[src/rtl/cpu_exec_unit.sv]
// Multi-cycle execute engine: register file, ALU, byte-lane immediates, memory port. Optional CPU_EXEC_TIMEOUT_EN adds a memory-wait limit.
// Latency accept->done: 2 cycles (ALU/MOV/LDLO/LDHI/NOP), 2 + memory wait cycles (LOAD/STORE).
// Backpressure: uop_ready only in IDLE; mem_re/mem_we held until mem_ack (or timeout when enabled).
module cpu_exec_unit #(
    parameter int WIDTH   = 16,
    parameter int NREGS   = 8,
    parameter int ADDR_W  = 16,
    parameter int TIMEOUT = 255,
    localparam int RW     = $clog2(NREGS)
) (
    input  logic              clk,
    input  logic              reset_n,
    input  logic              uop_valid,
    output logic              uop_ready,
    input  logic [2:0]        uop_kind,
    input  logic [2:0]        uop_op,
    input  logic [RW-1:0]     uop_ra,
    input  logic [RW-1:0]     uop_rb,
    input  logic [RW-1:0]     uop_rd,
    input  logic              uop_bsel,
    input  logic [WIDTH-1:0]  uop_imm,
    output logic [ADDR_W-1:0] mem_addr,
    output logic [WIDTH-1:0]  mem_wdata,
    output logic              mem_re,
    output logic              mem_we,
    input  logic [WIDTH-1:0]  mem_rdata,
    input  logic              mem_ack,
    output logic              done,
    output logic              flag_z,
    output logic              flag_c,
    output logic              err,
    input  logic [RW-1:0]     dbg_raddr,
    output logic [WIDTH-1:0]  dbg_rdata
);

    typedef enum logic [1:0] {S_IDLE, S_EXEC, S_MEM, S_WB} state_t;

    localparam logic [2:0] K_ALU   = 3'd0;
    localparam logic [2:0] K_LOAD  = 3'd1;
    localparam logic [2:0] K_STORE = 3'd2;
    localparam logic [2:0] K_LDLO  = 3'd3;
    localparam logic [2:0] K_LDHI  = 3'd4;
    localparam logic [2:0] K_MOV   = 3'd5;

    localparam logic [2:0] OP_ADD  = 3'd0;
    localparam logic [2:0] OP_SUB  = 3'd1;
    localparam logic [2:0] OP_AND  = 3'd2;
    localparam logic [2:0] OP_OR   = 3'd3;
    localparam logic [2:0] OP_XOR  = 3'd4;
    localparam logic [2:0] OP_SHL1 = 3'd5;
    localparam logic [2:0] OP_SHR1 = 3'd6;

    state_t            state_q, state_d;
    logic [2:0]        kind_q, op_q;
    logic [RW-1:0]     rd_q;
    logic [WIDTH-1:0]  opa_q, opb_q, sdata_q, res_q, rdata_q;
    logic [7:0]        imm8_q;
    logic              flag_z_q, flag_c_q;
    logic [WIDTH-1:0]  regs [NREGS];

    logic              is_mem;
    logic [2:0]        op_eff;
    logic [WIDTH:0]    sum;
    logic [WIDTH-1:0]  alu_res;
    logic              alu_c;
    logic              tmo_hit;
    logic              wb_skip;

    assign is_mem = (kind_q == K_LOAD) || (kind_q == K_STORE);
    // Address generation reuses the adder.
    assign op_eff = is_mem ? OP_ADD : op_q;

    always_comb begin
        sum     = '0;
        alu_res = '0;
        alu_c   = 1'b0;
        case (op_eff)
            OP_ADD: begin
                sum     = {1'b0, opa_q} + {1'b0, opb_q};
                alu_res = sum[WIDTH-1:0];
                alu_c   = sum[WIDTH];
            end
            OP_SUB: begin
                alu_res = opa_q - opb_q;
                alu_c   = (opa_q >= opb_q);
            end
            OP_AND:  alu_res = opa_q & opb_q;
            OP_OR:   alu_res = opa_q | opb_q;
            OP_XOR:  alu_res = opa_q ^ opb_q;
            OP_SHL1: begin
                alu_res = {opa_q[WIDTH-2:0], 1'b0};
                alu_c   = opa_q[WIDTH-1];
            end
            OP_SHR1: begin
                alu_res = {1'b0, opa_q[WIDTH-1:1]};
                alu_c   = opa_q[0];
            end
            default: alu_res = opb_q;
        endcase
    end

    always_ff @(posedge clk or negedge reset_n) begin
        if (!reset_n) state_q <= S_IDLE;
        else          state_q <= state_d;
    end

    always_comb begin
        state_d = state_q;
        case (state_q)
            S_IDLE: if (uop_valid) state_d = S_EXEC;
            S_EXEC: state_d = is_mem ? S_MEM : S_WB;
            S_MEM:  if (mem_ack || tmo_hit) state_d = S_WB;
            default: state_d = S_IDLE;
        endcase
    end

    assign uop_ready = (state_q == S_IDLE);
    assign done      = (state_q == S_WB);
    assign mem_re    = (state_q == S_MEM) && (kind_q == K_LOAD);
    assign mem_we    = (state_q == S_MEM) && (kind_q == K_STORE);
    assign mem_addr  = (state_q == S_MEM) ? res_q[ADDR_W-1:0] : '0;
    assign mem_wdata = (state_q == S_MEM) ? sdata_q : '0;
    assign flag_z    = flag_z_q;
    assign flag_c    = flag_c_q;
    assign dbg_rdata = regs[dbg_raddr];

    always_ff @(posedge clk or negedge reset_n) begin
        if (!reset_n) begin
            kind_q   <= '0;
            op_q     <= '0;
            rd_q     <= '0;
            opa_q    <= '0;
            opb_q    <= '0;
            sdata_q  <= '0;
            imm8_q   <= '0;
            res_q    <= '0;
            rdata_q  <= '0;
            flag_z_q <= 1'b0;
            flag_c_q <= 1'b0;
        end else begin
            case (state_q)
                S_IDLE: if (uop_valid) begin
                    kind_q  <= uop_kind;
                    op_q    <= uop_op;
                    rd_q    <= uop_rd;
                    opa_q   <= regs[uop_ra];
                    opb_q   <= uop_bsel ? uop_imm : regs[uop_rb];
                    sdata_q <= regs[uop_rb];
                    imm8_q  <= uop_imm[7:0];
                end
                S_EXEC: begin
                    res_q <= alu_res;
                    if (kind_q == K_ALU) begin
                        flag_z_q <= (alu_res == '0);
                        flag_c_q <= alu_c;
                    end
                end
                S_MEM: if (mem_ack && kind_q == K_LOAD) rdata_q <= mem_rdata;
                default: ;
            endcase
        end
    end

    // Writeback lands at the end of WB, so dbg_rdata still shows the old value during done.
    always_ff @(posedge clk or negedge reset_n) begin
        if (!reset_n) begin
            for (int i = 0; i < NREGS; i++) regs[i] <= '0;
        end else if (state_q == S_WB && !wb_skip) begin
            case (kind_q)
                K_ALU:  regs[rd_q]       <= res_q;
                K_LOAD: regs[rd_q]       <= rdata_q;
                K_MOV:  regs[rd_q]       <= sdata_q;
                K_LDLO: regs[rd_q][7:0]  <= imm8_q;
                K_LDHI: regs[rd_q][15:8] <= imm8_q;
                default: ;
            endcase
        end
    end

`ifdef CPU_EXEC_TIMEOUT_EN
    localparam int CW = $clog2(TIMEOUT + 1);
    logic [CW-1:0] tmo_cnt_q;
    logic          tmo_q, err_q;

    // An ack in the expiring cycle takes priority over the timeout.
    assign tmo_hit = (state_q == S_MEM) && !mem_ack && (tmo_cnt_q == CW'(TIMEOUT - 1));

    always_ff @(posedge clk or negedge reset_n) begin
        if (!reset_n) begin
            tmo_cnt_q <= '0;
            tmo_q     <= 1'b0;
            err_q     <= 1'b0;
        end else begin
            if (state_q == S_MEM && !mem_ack) tmo_cnt_q <= tmo_cnt_q + 1'b1;
            else                              tmo_cnt_q <= '0;
            if (tmo_hit) begin
                tmo_q <= 1'b1;
                err_q <= 1'b1;
            end else if (state_q == S_WB) begin
                tmo_q <= 1'b0;
            end
        end
    end

    assign wb_skip = tmo_q;
    assign err     = err_q;
`else
    assign tmo_hit = 1'b0;
    assign wb_skip = 1'b0;
    assign err     = 1'b0;
`endif

endmodule

[config.mk]
export PLATFORM = sky130hd
export DESIGN_NAME = cpu_exec_unit
export DESIGN_NICKNAME = d
export VERILOG_FILES = /design/src/rtl/cpu_exec_unit.sv
export SDC_FILE = /design/constraint.sdc
export NUM_CORES = 1
export LEC_CHECK = 0
export CAP_MARGIN = 40
export CORE_ASPECT_RATIO = 0.75
export CORE_MARGIN = 2
export CORE_UTILIZATION = 35
export DETAILED_ROUTE_END_ITERATION = 10
export SYNTH_ARGS = -nofsm -noshare
export SYNTH_HDL_FRONTEND = slang
export SYNTH_SLANG_ARGS = --single-unit
export TNS_END_PERCENT = 1
[constraint.sdc]
create_clock -name clk -period 3.15 [get_ports clk]
set_input_delay 0.63 -clock clk [delete_from_list [all_inputs] [get_ports clk]]
set_output_delay 0.63 -clock clk [all_outputs]
set_load 0.05 [all_outputs]
# Word-level counts from Yosys, hierarchy flattened
# Cells that the tools add are included.
# word_totals
register_bits,229
inputBits,55
word_cells,97
# op_classes
add_sub_neg,2
order_cmp,6
n_eq_ne,16
mux,31
bitwise,7
reduce_logical,15
# op_table
operator,count
$bwmux W128,5
$pmux W128 S5,1
$mux W16,11
$bmux W16 S3,3
$demux W16 S3,3
$pmux W16 S7,1
$add A16 B16 Y17,1
$and A16 B16 Y16,1
$ge A16 B16 Y1,1
$ge A4 B4 Y1 const B,4
$logic_not A16 Y1,1
$not A3 Y4,4
$or A16 B16 Y16,1
$sub A16 B16 Y16,1
$xor A16 B16 Y16,1
$eq A3 B3 Y1 const B,5
$eq A3 B2 Y1 const B,4
$reduce_and A2 Y1,5
$mux W8,1
$eq A3 B1 Y1 const B,2
$logic_not A3 Y1,2
$pmux W2 S3,1
$reduce_bool A5 Y1,1
$eq A2 B2 Y1 const B,2
other kinds (10),15

# Logic depth before layout (Yosys ltp)
# Gate-level depths: netlist of run 1.
# logic_depth
depth_word,7
depth_mapped,13
ltp_nobuf,13

# Worst setup path before layout of run 1
# No wires, ideal clock.
# synth_timing
kind,in2out
start,input dbg_raddr[1]
end,output dbg_rdata[7]
arrival_ns,2.444
slack_ns,0.076
stages,5
n_path_buf,3
path_cell_list,clkbuf_1 > clkbuf_1 > clkbuf_1 > mux4_2 > mux2_2
# synth_between
elab_chain_cells,4
# synth_lines
element,line,text
start: declaration,32,"input logic [RW-1:0] dbg_raddr,"
$not A3 Y4 (implied by the code),125,assign dbg_rdata = regs[dbg_raddr];
$bmux W16 S3,125,
$mux W16 (implied by the code) (2 in a row),125,
end: declaration,33,output logic [WIDTH-1:0] dbg_rdata
# Every way passes these cells. The select of a mux whose other input is x is not followed.

# Worst setup path in the final report of run 1
# layout_timing
start,register opa_q[0]
end,register flag_z_q (netlist: flag_z)
# layout_between
elab_chain_cells,3
elab_cells_between_ends,7
cone_classes,add/sub: 2; mux: 1; bitwise: 3; reduce/logical: 1
# layout_lines
element,line,text
start: declaration,56,"logic [WIDTH-1:0] opa_q, opb_q, sdata_q, res_q, rdata_q;"
start signal: assignment,146,opa_q <= regs[uop_ra];
"$sub A16 B16 Y16, or another cell as far along",84,alu_res = opa_q - opb_q;
$pmux W16 S7 (*),77,case (op_eff)
$logic_not A16 Y1 (*),154,flag_z_q <= (alu_res == '0);
end signal: assignment,154,
end: declaration,58,"logic flag_z_q, flag_c_q;"
# Mark *: on every way between the ends. The rest lies on a longest branch, timed or not.
# A chain may end at the register's enable or synchronous reset.

==> key figures, run 1 <==
Yosys
  • Mapped Nets: 2018
  • Combinational family with the most area after synthesis: compound AO/OA/AOI/OAI gates
  • Post-synth EDFFs: 0
  • Avg Cell Area, Syn: 8.92 sq um
  • Yosys top cell by area: dfrtp_1
  • Synth Area in Adders: 4.29%
  • Cell area after synthesis: 0.0170 sq mm
  • Yosys reg bits: 229
  • Mapped Cells: 1906
  • Area contributors post-synth: dfrtp_1 (34%), mux4_2 (13%), o21ai_0 (8.1%), nand2_1 (6.1%), a21oi_1 (5.5%)
  • Multiplexer area fraction after synthesis: 19.1%
  • Count leader, synth: nand2_1
  • Post-synth ARST share: 100%
  • Synth Area in Simple Gates: 14.8%
  • Seq/Total Area, Yosys: 33.7%
  • Synth Flop Type: dfrtp_1
  • Synth top area share: 33.7%
  • Cell variety after synth: 86
  • Post-Synth XOR/XNOR Area: 0.788%
  • Synth cell count leaders: nand2_1 (278), o21ai_0 (276), dfrtp_1 (229)
  • Synth warnings: 0
  • Synth Area in Compound Gates: 22.4%

Min path
  • Worst Hold Class: in -> async

Timing
  • Minimum clock period: 3140 ps
  • Fin Setup TNS: 0 ps
  • Max-slew violations: 0
  • Period utilization: 99.8%
  • Clk_skew: 24.1 ps
  • Rel. slew slack: 46.5%
  • Achievable Freq: 318 MHz
  • Final Hold Viols: 0
  • # setup viols final: 0
  • RSZ-0062 raised after global routing: true
  • Worst slew pin tran: 801 ps

Clock tree
  • Clk_lat worst skew: 580 ps
  • Clock Sinks: 229
  • TritonCTS clock tree: built
  • Htree depth: 1
  • Clock transition at path regs: 70 ps
  • Root Buffer: clkbuf_16
  • Hold Buf Count CTS: 0
  • Longest Clk Path Bufs: 3
  • TritonCTS Buffers: 26

Power
  • P_int: 13.2 mW
  • Logic pwr share: 65.1%
  • Sequential power share: 22.4%
  • Peak supply drop: 0.605 mV
  • Post-layout total power: 26.2 mW
  • Clock power frac: 12.5%
  • Net load switching power: 13.0 mW
  • Sw frac: 49.5%
  • PD cells: 1230 mW/mm^2
  • Leak: 9.07 nW

Route
  • Max layer used: met5
  • Drt drc: 0
  • WL/cell: 25.6 um
  • Post-Route WL: 70800 um
  • Post-Route M1 WL: 31800 um
  • DR WL met2: 30100 um
  • Vias/cell: 6.13
  • Via count: 16900
  • Wire length on met3: 7200 um
  • Number of nets with antenna violations after routing: 0
  • DR iter-0 viols: 2182
  • 1st-pass router iterations: 6

Critical path
  • Reg2Reg Depth: 15
  • Reg-to-reg startpoint: opa_q[0]$_DFFE_PN0P_
  • R2R Path End: flag_z$_DFFE_PN0P_
  • Worst Path Max Fanout: 4
  • Critical Path RT: 3630 ps
  • Critical Path AT: 3630 ps
  • Crit Path Class: reg -> reg
  • CP Launch Type: flop
  • Flop2flop setup slack: 6 ps
  • CP Capture Type: flop

Die
  • Core Area: 0.0477 sq mm
  • Die area: 0.0503 sq mm
  • Die Ht: 195 um
  • I/O pins: 110
  • Num rows: 69
  • Die W: 258 um
  • Starting Density: 35.7%

Layout
  • Final Instance Area: 0.0213 sq mm
  • Final net count: 2216
  • Layout area overhead: 25.4%
  • Final Util: 44.7%
  • Share of cells above drive strength 1: 25.4%
  • Cell Count, Final, Fillers Out: 2762
  • Ant diodes: 0

Flow run
  • Max-cap viol count: 0

Global route
  • First-pass GRT wire length: 105000 um
  • Total track usage: 27.5%
  • Initial antenna violation count: 2
  • Pin count of the biggest net entering global routing: 81
  • Vias in the first global route: 16200
  • GR Overflow Total: 0

Placement
  • HPWL after DPL: 53300 um
  • Placed insts: 2699
  • GPL Wtd Cong: 0.985
  • Port-buffer cells: 108
  • Placed cell area: 0.0200 sq mm

Status
  • Status: completed
==> critical path, cell delays in order, from the launching register on <==
cell and delay [ps]:
dfrtp_1 380, ha_2 200, inv_2 40, fa_2 380, buf_4 160, nor2b_2 160, o211ai_1 140, buf_4 160
nand4b_1 190, a211oi_2 130, buf_4 160, nor4_2 280, nor3_1 80, o22ai_1 240, nand2_1 110, o31ai_2 220
==> area by class of cell <==
class | instances | area (sq um)
inverter | 58 | 218
clock buffer | 33 | 727
multi-input combinational | 1467 | 10800
timing repair buffer | 322 | 2880
clock inverter | 14 | 174
sequential | 229 | 5730
fill | 4690 | 26300
tap | 639 | 800
==> cells by family (layout without fill, tap and decap cells) <==
| logic type | after synthesis | in the layout |
|---|---|---|
| other cells | 1 | 1 |
| simple gates | 559 | 559 |
| buf+inv | 210 | 427 |
| flops | 229 | 229 |
| fa+ha+maj | 57 | 57 |
| mux | 198 | 198 |
| compound gates | 641 | 641 |
| xor+xnor | 11 | 11 |
==> per-layer routing <==
layer | vias to the layer above | GRT usage [%]
met1 | 8472 | 42.2
li1 | 7360 | -
met4 | 2 | 5.80
met3 | 122 | 5.31
met5 | - | 2.20
met2 | 976 | 39.5
==> placed cells by master (no fill, tap or decap), types with 9 or more instances in the layout <==
master,instances
nand2b_1,10
nor2_1,117
mux2_2,50
clkdlybuf4s50_1,51
inv_1,52
nand3_1,17
nand2_1,277
and2_1,38
ha_1,48
buf_4,235
buf_12,27
a32o_1,10
a22oi_1,12
o211ai_1,9
nor3_1,22
a21oi_1,182
a22o_1,19
o21ai_0,273
o31ai_1,20
a21o_1,17
a31oi_1,13
dfrtp_1,228
and3_1,16
mux2i_1,50
mux4_2,96
clkbuf_16,26
==> worst max path at each step <==
| stage | slack [ps] | endpoint | startpoint |
|---|---|---|---|
| floorplan | 80 | dbg_rdata[7] | dbg_raddr[1] |
| global placement | -290 | flag_z$_DFFE_PN0P_ | opa_q[1]$_DFFE_PN0P_ |
| detailed placement | -380 | flag_z$_DFFE_PN0P_ | opa_q[1]$_DFFE_PN0P_ |
| CTS | 0.6 | flag_z$_DFFE_PN0P_ | opb_q[1]$_DFFE_PN0P_ |
| global route | -120 | flag_z$_DFFE_PN0P_ | opa_q[0]$_DFFE_PN0P_ |
| finish | 6 | flag_z$_DFFE_PN0P_ | opa_q[0]$_DFFE_PN0P_ |
==> power by group through the flow <==
stage          clock (mW)  sequential, mW  combinational, mW
6_report             3.29            5.87               17.1
5_1_grt              3.47            6.01               18.2
4_1_cts              3.32            5.79               16.4
3_5_place_dp            0            5.83               15.6
3_3_place_gp            0            5.72               15.4
2_1_floorplan           0            5.18               9.57
==> repair_timing <==
action | in CTS | in global routing
pin swaps | 17 | 17
resized for setup | 37 | 30
buffers inserted | 15 | 3
setup endpoints to repair | 1 | 6
==> metrics by stage <==
step	setup slack [ps]	hold WS [ps]
3_3_place_gp	-292	480
4_1_cts	0.567	105
5_1_grt	-125	86.3
2_1_floorplan	76.0	334
3_5_place_dp	-382	495
6_report	5.77	71.7
No activity file was read; power rests on OpenSTA's default activity.
==> run 2: changes to the inputs <==
--- a/config.mk
+++ b/config.mk
@@ -10,6 +10,7 @@
 export CORE_MARGIN = 2
 export CORE_UTILIZATION = 35
 export DETAILED_ROUTE_END_ITERATION = 10
+export SETUP_SLACK_MARGIN = 0.1
 export SYNTH_ARGS = -nofsm -noshare
 export SYNTH_HDL_FRONTEND = slang
 export SYNTH_SLANG_ARGS = --single-unit
==> run 2 against run 1 <==
  * The run now ends with negative setup slack left
  * Maximum frequency fell by 2.2%
  * Sequential power barely moved
  * Sequential share of layout area barely moved
  * Utilization barely moved
  * Critical path depth did not move
  * Via count barely moved
  * Combinational power barely moved
  * Largest power group unchanged
==> key figures, run 2 (same netlist as run 1, synthesis figures left out) <==
Global route
  • Initial antenna violation count: 2
  • Pin count of the biggest net entering global routing: 85
  • Vias in the first global route: 16500
  • Total track usage: 27.9%
  • GR Overflow Total: 0
  • First-pass GRT wire length: 107000 um

Timing
  • Setup ws final: -64.8 ps
  • Fin Hold WS: 51.8 ps
  • Worst slew pin tran: 830 ps
  • # setup viols final: 1
  • Fin Setup TNS: -64.8 ps
  • Achievable Freq: 311 MHz
  • Final Hold Viols: 0
  • Clk_skew: 11.4 ps
  • Max-slew violations: 0
  • Period utilization: 102%
  • Minimum clock period: 3210 ps
  • Rel. slew slack: 44.6%
  • RSZ-0062 raised after global routing: true

Placement
  • Port-buffer cells: 108
  • GPL Wtd Cong: 0.963
  • HPWL after DPL: 53300 um
  • Dpl ws: -267 ps

Route
  • Wire length on met3: 7630 um
  • WL/cell: 25.8 um
  • Vias/cell: 6.12
  • Post-Route WL: 71400 um
  • Max layer used: met4
  • DR iter-0 viols: 2297
  • Drt drc: 0
  • Via count: 16900
  • Number of nets with antenna violations after routing: 0
  • 1st-pass router iterations: 7
  • DR WL met2: 30300 um
  • Post-Route M1 WL: 32100 um

Clock tree
  • Hold Buf Count CTS: 0
  • Clock transition at path regs: 70 ps
  • Root Buffer: clkbuf_16
  • Longest Clk Path Bufs: 3
  • TritonCTS clock tree: built
  • Clock Sinks: 229
  • Clk_lat worst skew: 550 ps
  • Htree depth: 1
  • TritonCTS Buffers: 25

Power
  • Sw frac: 49.7%
  • Sequential power share: 22.5%
  • Leak: 9.07 nW
  • PD cells: 1220 mW/mm^2
  • Clock power frac: 11.9%
  • Net load switching power: 12.9 mW
  • Peak supply drop: 0.500 mV
  • Post-layout total power: 26.0 mW
  • P_int: 13.1 mW
  • Logic pwr share: 65.5%

Layout
  • Share of cells above drive strength 1: 25.3%
  • Commonest non-fill, non-tap cell in the layout: nand2_1
  • Final Util: 44.8%
  • Final net count: 2217
  • Commonest cells after routing, fill and taps aside: nand2_1 (277), o21ai_0 (273), dfrtp_1 (228), buf_4 (228), a21oi_1 (184)
  • Ant diodes: 0
  • Layout area overhead: 25.5%

Die
  • Starting Density: 35.7%
  • Die Ht: 195 um
  • Die area: 0.0503 sq mm
  • Core Area: 0.0477 sq mm
  • Num rows: 69
  • I/O pins: 110
  • Die W: 258 um

Status
  • Failing checks: negative setup slack
  • Status: finished, violations left

Critical path
  • Critical Path AT: 3680 ps
  • Reg2Reg Depth: 15
  • Worst Path Max Fanout: 2
  • R2R Path End: flag_z$_DFFE_PN0P_
  • Crit Path Class: reg -> reg
  • CP Launch Type: flop
  • Flop2flop setup slack: -60 ps
  • Critical Path RT: 3620 ps
  • Reg-to-reg startpoint: opb_q[0]$_DFFE_PN0P_
  • CP Capture Type: flop
  • Worst Setup SP: opb_q[0]$_DFFE_PN0P_

Flow run
  • Max-cap viol count: 0

Min path
  • Worst Hold Class: in -> async
-- run 2: cell types whose count changed in the layout (fill, tap and decap cells not counted), moves of 4 or more --
cell,change
buf_6,+4
clkbuf_1,+4
buf_12,+5
buf_4,-7
-- run 2: cell type report --
cell class                 instances  area, sq um
clock buffer                      37          731
sequential                       229         5730
clock inverter                     9          103
tap                              639          800
timing repair buffer             324         2980
inverter                          58          218
multi-input combinational       1467        10800
fill                            4560        26300
-- run 2: power groups by stage --
stage               clock (mW)  sequential (mW)  combinational, mW
finish                    3.11             5.86               17.0
global placement             0             5.71               15.5
floorplan                    0             5.18               9.57
global route              3.26             6.02               18.1
CTS                       3.12             5.77               16.4
detailed placement           0             5.80               15.6
-- run 2: worst max-delay path, cell delays in order (launching register included) --
cell      delay [ps]
dfrtp_1          420
buf_4            160
buf_6            110
ha_4             150
nor3_1           180
buf_4            140
buf_4            100
o31ai_1           90
and2_1           210
o31ai_2          200
buf_4            150
mux2i_2          210
a31o_2           200
nand4b_1         170
or4_4            450
o31ai_2          180
-- run 2: metal layers --
layer / vias to the layer above / GRT usage [%]
met5: - / 0
met4: 0 / 5.33
met1: 8479 / 42.1
met3: 97 / 6.81
met2: 1004 / 40.3
li1: 7338 / -
-- run 2: how the worst max path moves through the flow --
stage	slack, ps	depth (start not counted)	end
floorplan	80	7	rdata_q[10]$_DFFE_PN0P_
global placement	-120	12	flag_z$_DFFE_PN0P_
detailed placement	-270	12	flag_z$_DFFE_PN0P_
CTS	70	14	flag_z$_DFFE_PN0P_
global route	-210	13	flag_z$_DFFE_PN0P_
finish	-60	15	flag_z$_DFFE_PN0P_
-- run 2: stage by stage --
stage | instance area, sq um | std cells
finish | 21300 | 2763
global route | 21300 | 2763
CTS | 21200 | 2761
detailed placement | 20000 | 2695
global placement | 20000 | 2695
floorplan | 17000 | 1906
-- run 2: what timing repair did --
item / in CTS / in global routing
buffers inserted: 21 / 2
endpoints found under the setup margin: 2 / 10
pin swaps: 23 / 10
gates resized for setup: 56 / 18
==> run 3: changes to the inputs <==
--- a/config.mk
+++ b/config.mk
@@ -9,6 +9,7 @@
 export CORE_ASPECT_RATIO = 0.75
 export CORE_MARGIN = 2
 export CORE_UTILIZATION = 35
+export CTS_BUF_LIST = sky130_fd_sc_hd__clkbuf_4 sky130_fd_sc_hd__clkbuf_8
 export DETAILED_ROUTE_END_ITERATION = 10
 export SETUP_SLACK_MARGIN = 0.1
 export SYNTH_ARGS = -nofsm -noshare
==> run 3 against run 2 <==
  * The flow still finishes with violations (negative setup slack)
  * Via count increased by 0.34%
  * Die area unchanged
  * Utilization increased by 0.13 points
  * Wire length increased by 0.27%
  * Sequential power about the same
  * Flip-flop and latch count unchanged
  * Non-clock buffer count decreased by 1
  * Critical path depth decreased by 4
  * Clock skew increased by 22 ps
  * Register-to-register slack improved by 20 ps
  * Highest routed layer is now met5
==> key figures, run 3 (same netlist as run 1, synthesis figures left out) <==
Status
  • Status: finished, violations left
  • Failing checks: negative setup slack

Global route
  • Vias in the first global route: 16700
  • Total track usage: 28.1%
  • First-pass GRT wire length: 107000 um
  • Initial antenna violation count: 2
  • GR Overflow Total: 0
  • Pin count of the biggest net entering global routing: 85

Layout
  • Cell Count, Final, Fillers Out: 2791
  • Commonest non-fill, non-tap cell in the layout: nand2_1
  • Commonest cells after routing, fill and taps aside: nand2_1 (277), o21ai_0 (273), dfrtp_1 (228)
  • Share of cells above drive strength 1: 26.3%
  • Final Util: 44.9%
  • Layout area overhead: 25.9%
  • Final Instance Area: 0.0214 sq mm
  • Final net count: 2232

Power
  • PD cells: 1220 mW/mm^2
  • Leak: 9.13 nW
  • Peak supply drop: 0.438 mV
  • Post-layout total power: 26.0 mW

Timing
  • Period utilization: 101%
  • Fin Setup TNS: -59.9 ps
  • Worst slew pin tran: 781 ps
  • Clk_skew: 33.0 ps
  • Minimum clock period: 3200 ps
  • RSZ-0062 raised after global routing: true
  • Fin Hold WS: 26.7 ps
  • Achievable Freq: 313 MHz
  • Rel. slew slack: 48.0%
  • # setup viols final: 2
  • Final Hold Viols: 0
  • Setup ws final: -46.7 ps
  • Max-slew violations: 0

Min path
  • Worst Hold Class: in -> async

Clock tree
  • Hold Buf Count CTS: 0
  • Root Buffer: clkbuf_8
  • Longest Clk Path Bufs: 3
  • Clock Sinks: 229
  • Clock transition at path regs: 70 ps
  • Htree depth: 2
  • TritonCTS clock tree: built
  • Clk_lat worst skew: 590 ps
  • TritonCTS Buffers: 41

Route
  • Post-Route M1 WL: 32000 um
  • 1st-pass router iterations: 7
  • DR WL met2: 30300 um
  • Number of nets with antenna violations after routing: 0
  • Wire length on met3: 7990 um
  • Via count: 17000
  • DR iter-0 viols: 2259
  • WL/cell: 25.6 um
  • Max layer used: met5
  • Vias/cell: 6.08
  • Post-Route WL: 71600 um
  • Drt drc: 0

Die
  • Die Ht: 195 um
  • Die W: 258 um
  • Starting Density: 35.7%
  • Die area: 0.0503 sq mm
  • I/O pins: 110
  • Num rows: 69
  • Core Area: 0.0477 sq mm

Placement
  • Dpl ws: -267 ps
  • Placed cell area: 0.0200 sq mm
  • HPWL after DPL: 53300 um
  • Port-buffer cells: 108
  • GPL Wtd Cong: 0.963
  • Placed insts: 2695

Flow run
  • Max-cap viol count: 0

Critical path
  • Crit path cell chain: ha_4 -> inv_1 -> fa_2 -> nor2_1 -> a221o_1 -> o32ai_2 -> nor4b_2 -> buf_4 -> nand4b_1 -> or4_4 -> o31ai_2
  • Reg2Reg Depth: 11
  • Slowest cell on crit path: fa_2
  • Crit Path Class: reg -> reg
  • Worst Path Max Fanout: 3
  • CP Capture Type: flop
  • Critical Path AT: 3670 ps
  • Crit-path max cell delay: 550 ps
  • CP Launch Type: flop
  • Critical Path RT: 3630 ps
-- run 3: cell types whose count changed in the layout (fill, tap and decap cells not counted), sizes merged --
cell	before	now
buf	273	272
clkbuf	37	62
clkdlybuf4s50	51	50
clkinv	7	9
clkinvlp	0	2
diode	0	1
dlymetal6s2s	0	1
inv	58	57
-- run 3: worst paths after layout --
check,slack (ps),from,end
max in group asynchronous,2230,reset_n,sdata_q[12]$_DFFE_PN0P_
worst max-delay path,-50,opa_q[0]$_DFFE_PN0P_,flag_z$_DFFE_PN0P_
worst min-delay path,30,reset_n,async pin
worst max register to register,-50,opa_q[0]$_DFFE_PN0P_,flag_z$_DFFE_PN0P_
worst min register to register,500,sdata_q[15]$_DFFE_PN0P_,sdata_q[15]$_DFFE_PN0P_
min in group clk,500,sdata_q[15]$_DFFE_PN0P_,sdata_q[15]$_DFFE_PN0P_
-- run 3: cell type report --
cell class	instances	area [sq um]
Antenna cell	1	2.50
Clock buffer	62	803
Clock inverter	12	115
Fill cell	4574	26300
Inverter	58	218
Multi-Input combinational cell	1467	10700
Sequential cell	229	5730
Tap cell	639	800
Timing Repair Buffer	323	2970
-- run 3: repair_timing --
action / CTS / global route
pin swaps: 28 / 3
resized for setup: 63 / 7
setup endpoints to repair: 2 / 13
setup buffers: 21 / 0
-- run 3: where the power goes --
part | switching [mW] | internal (mW)
Clock | 1.41 | 1.80
Sequential | 1.61 | 4.26
Combinational | 9.94 | 7.02
-- run 3: layer usage --
metal / track usage (%) / vias to the layer above
met5: 0 / -
met4: 5.48 / 2
met3: 7.54 / 99
met2: 40.6 / 1018
met1: 41.9 / 8473
li1: - / 7384
-- run 3: worst max-delay path: cells and delay by family, from the launching register on --
family / cells / cell delay, ps
buf+inv: 2 / 220
fa+ha+maj: 2 / 710
compound gates: 3 / 770
flops: 1 / 420
simple gates: 4 / 970
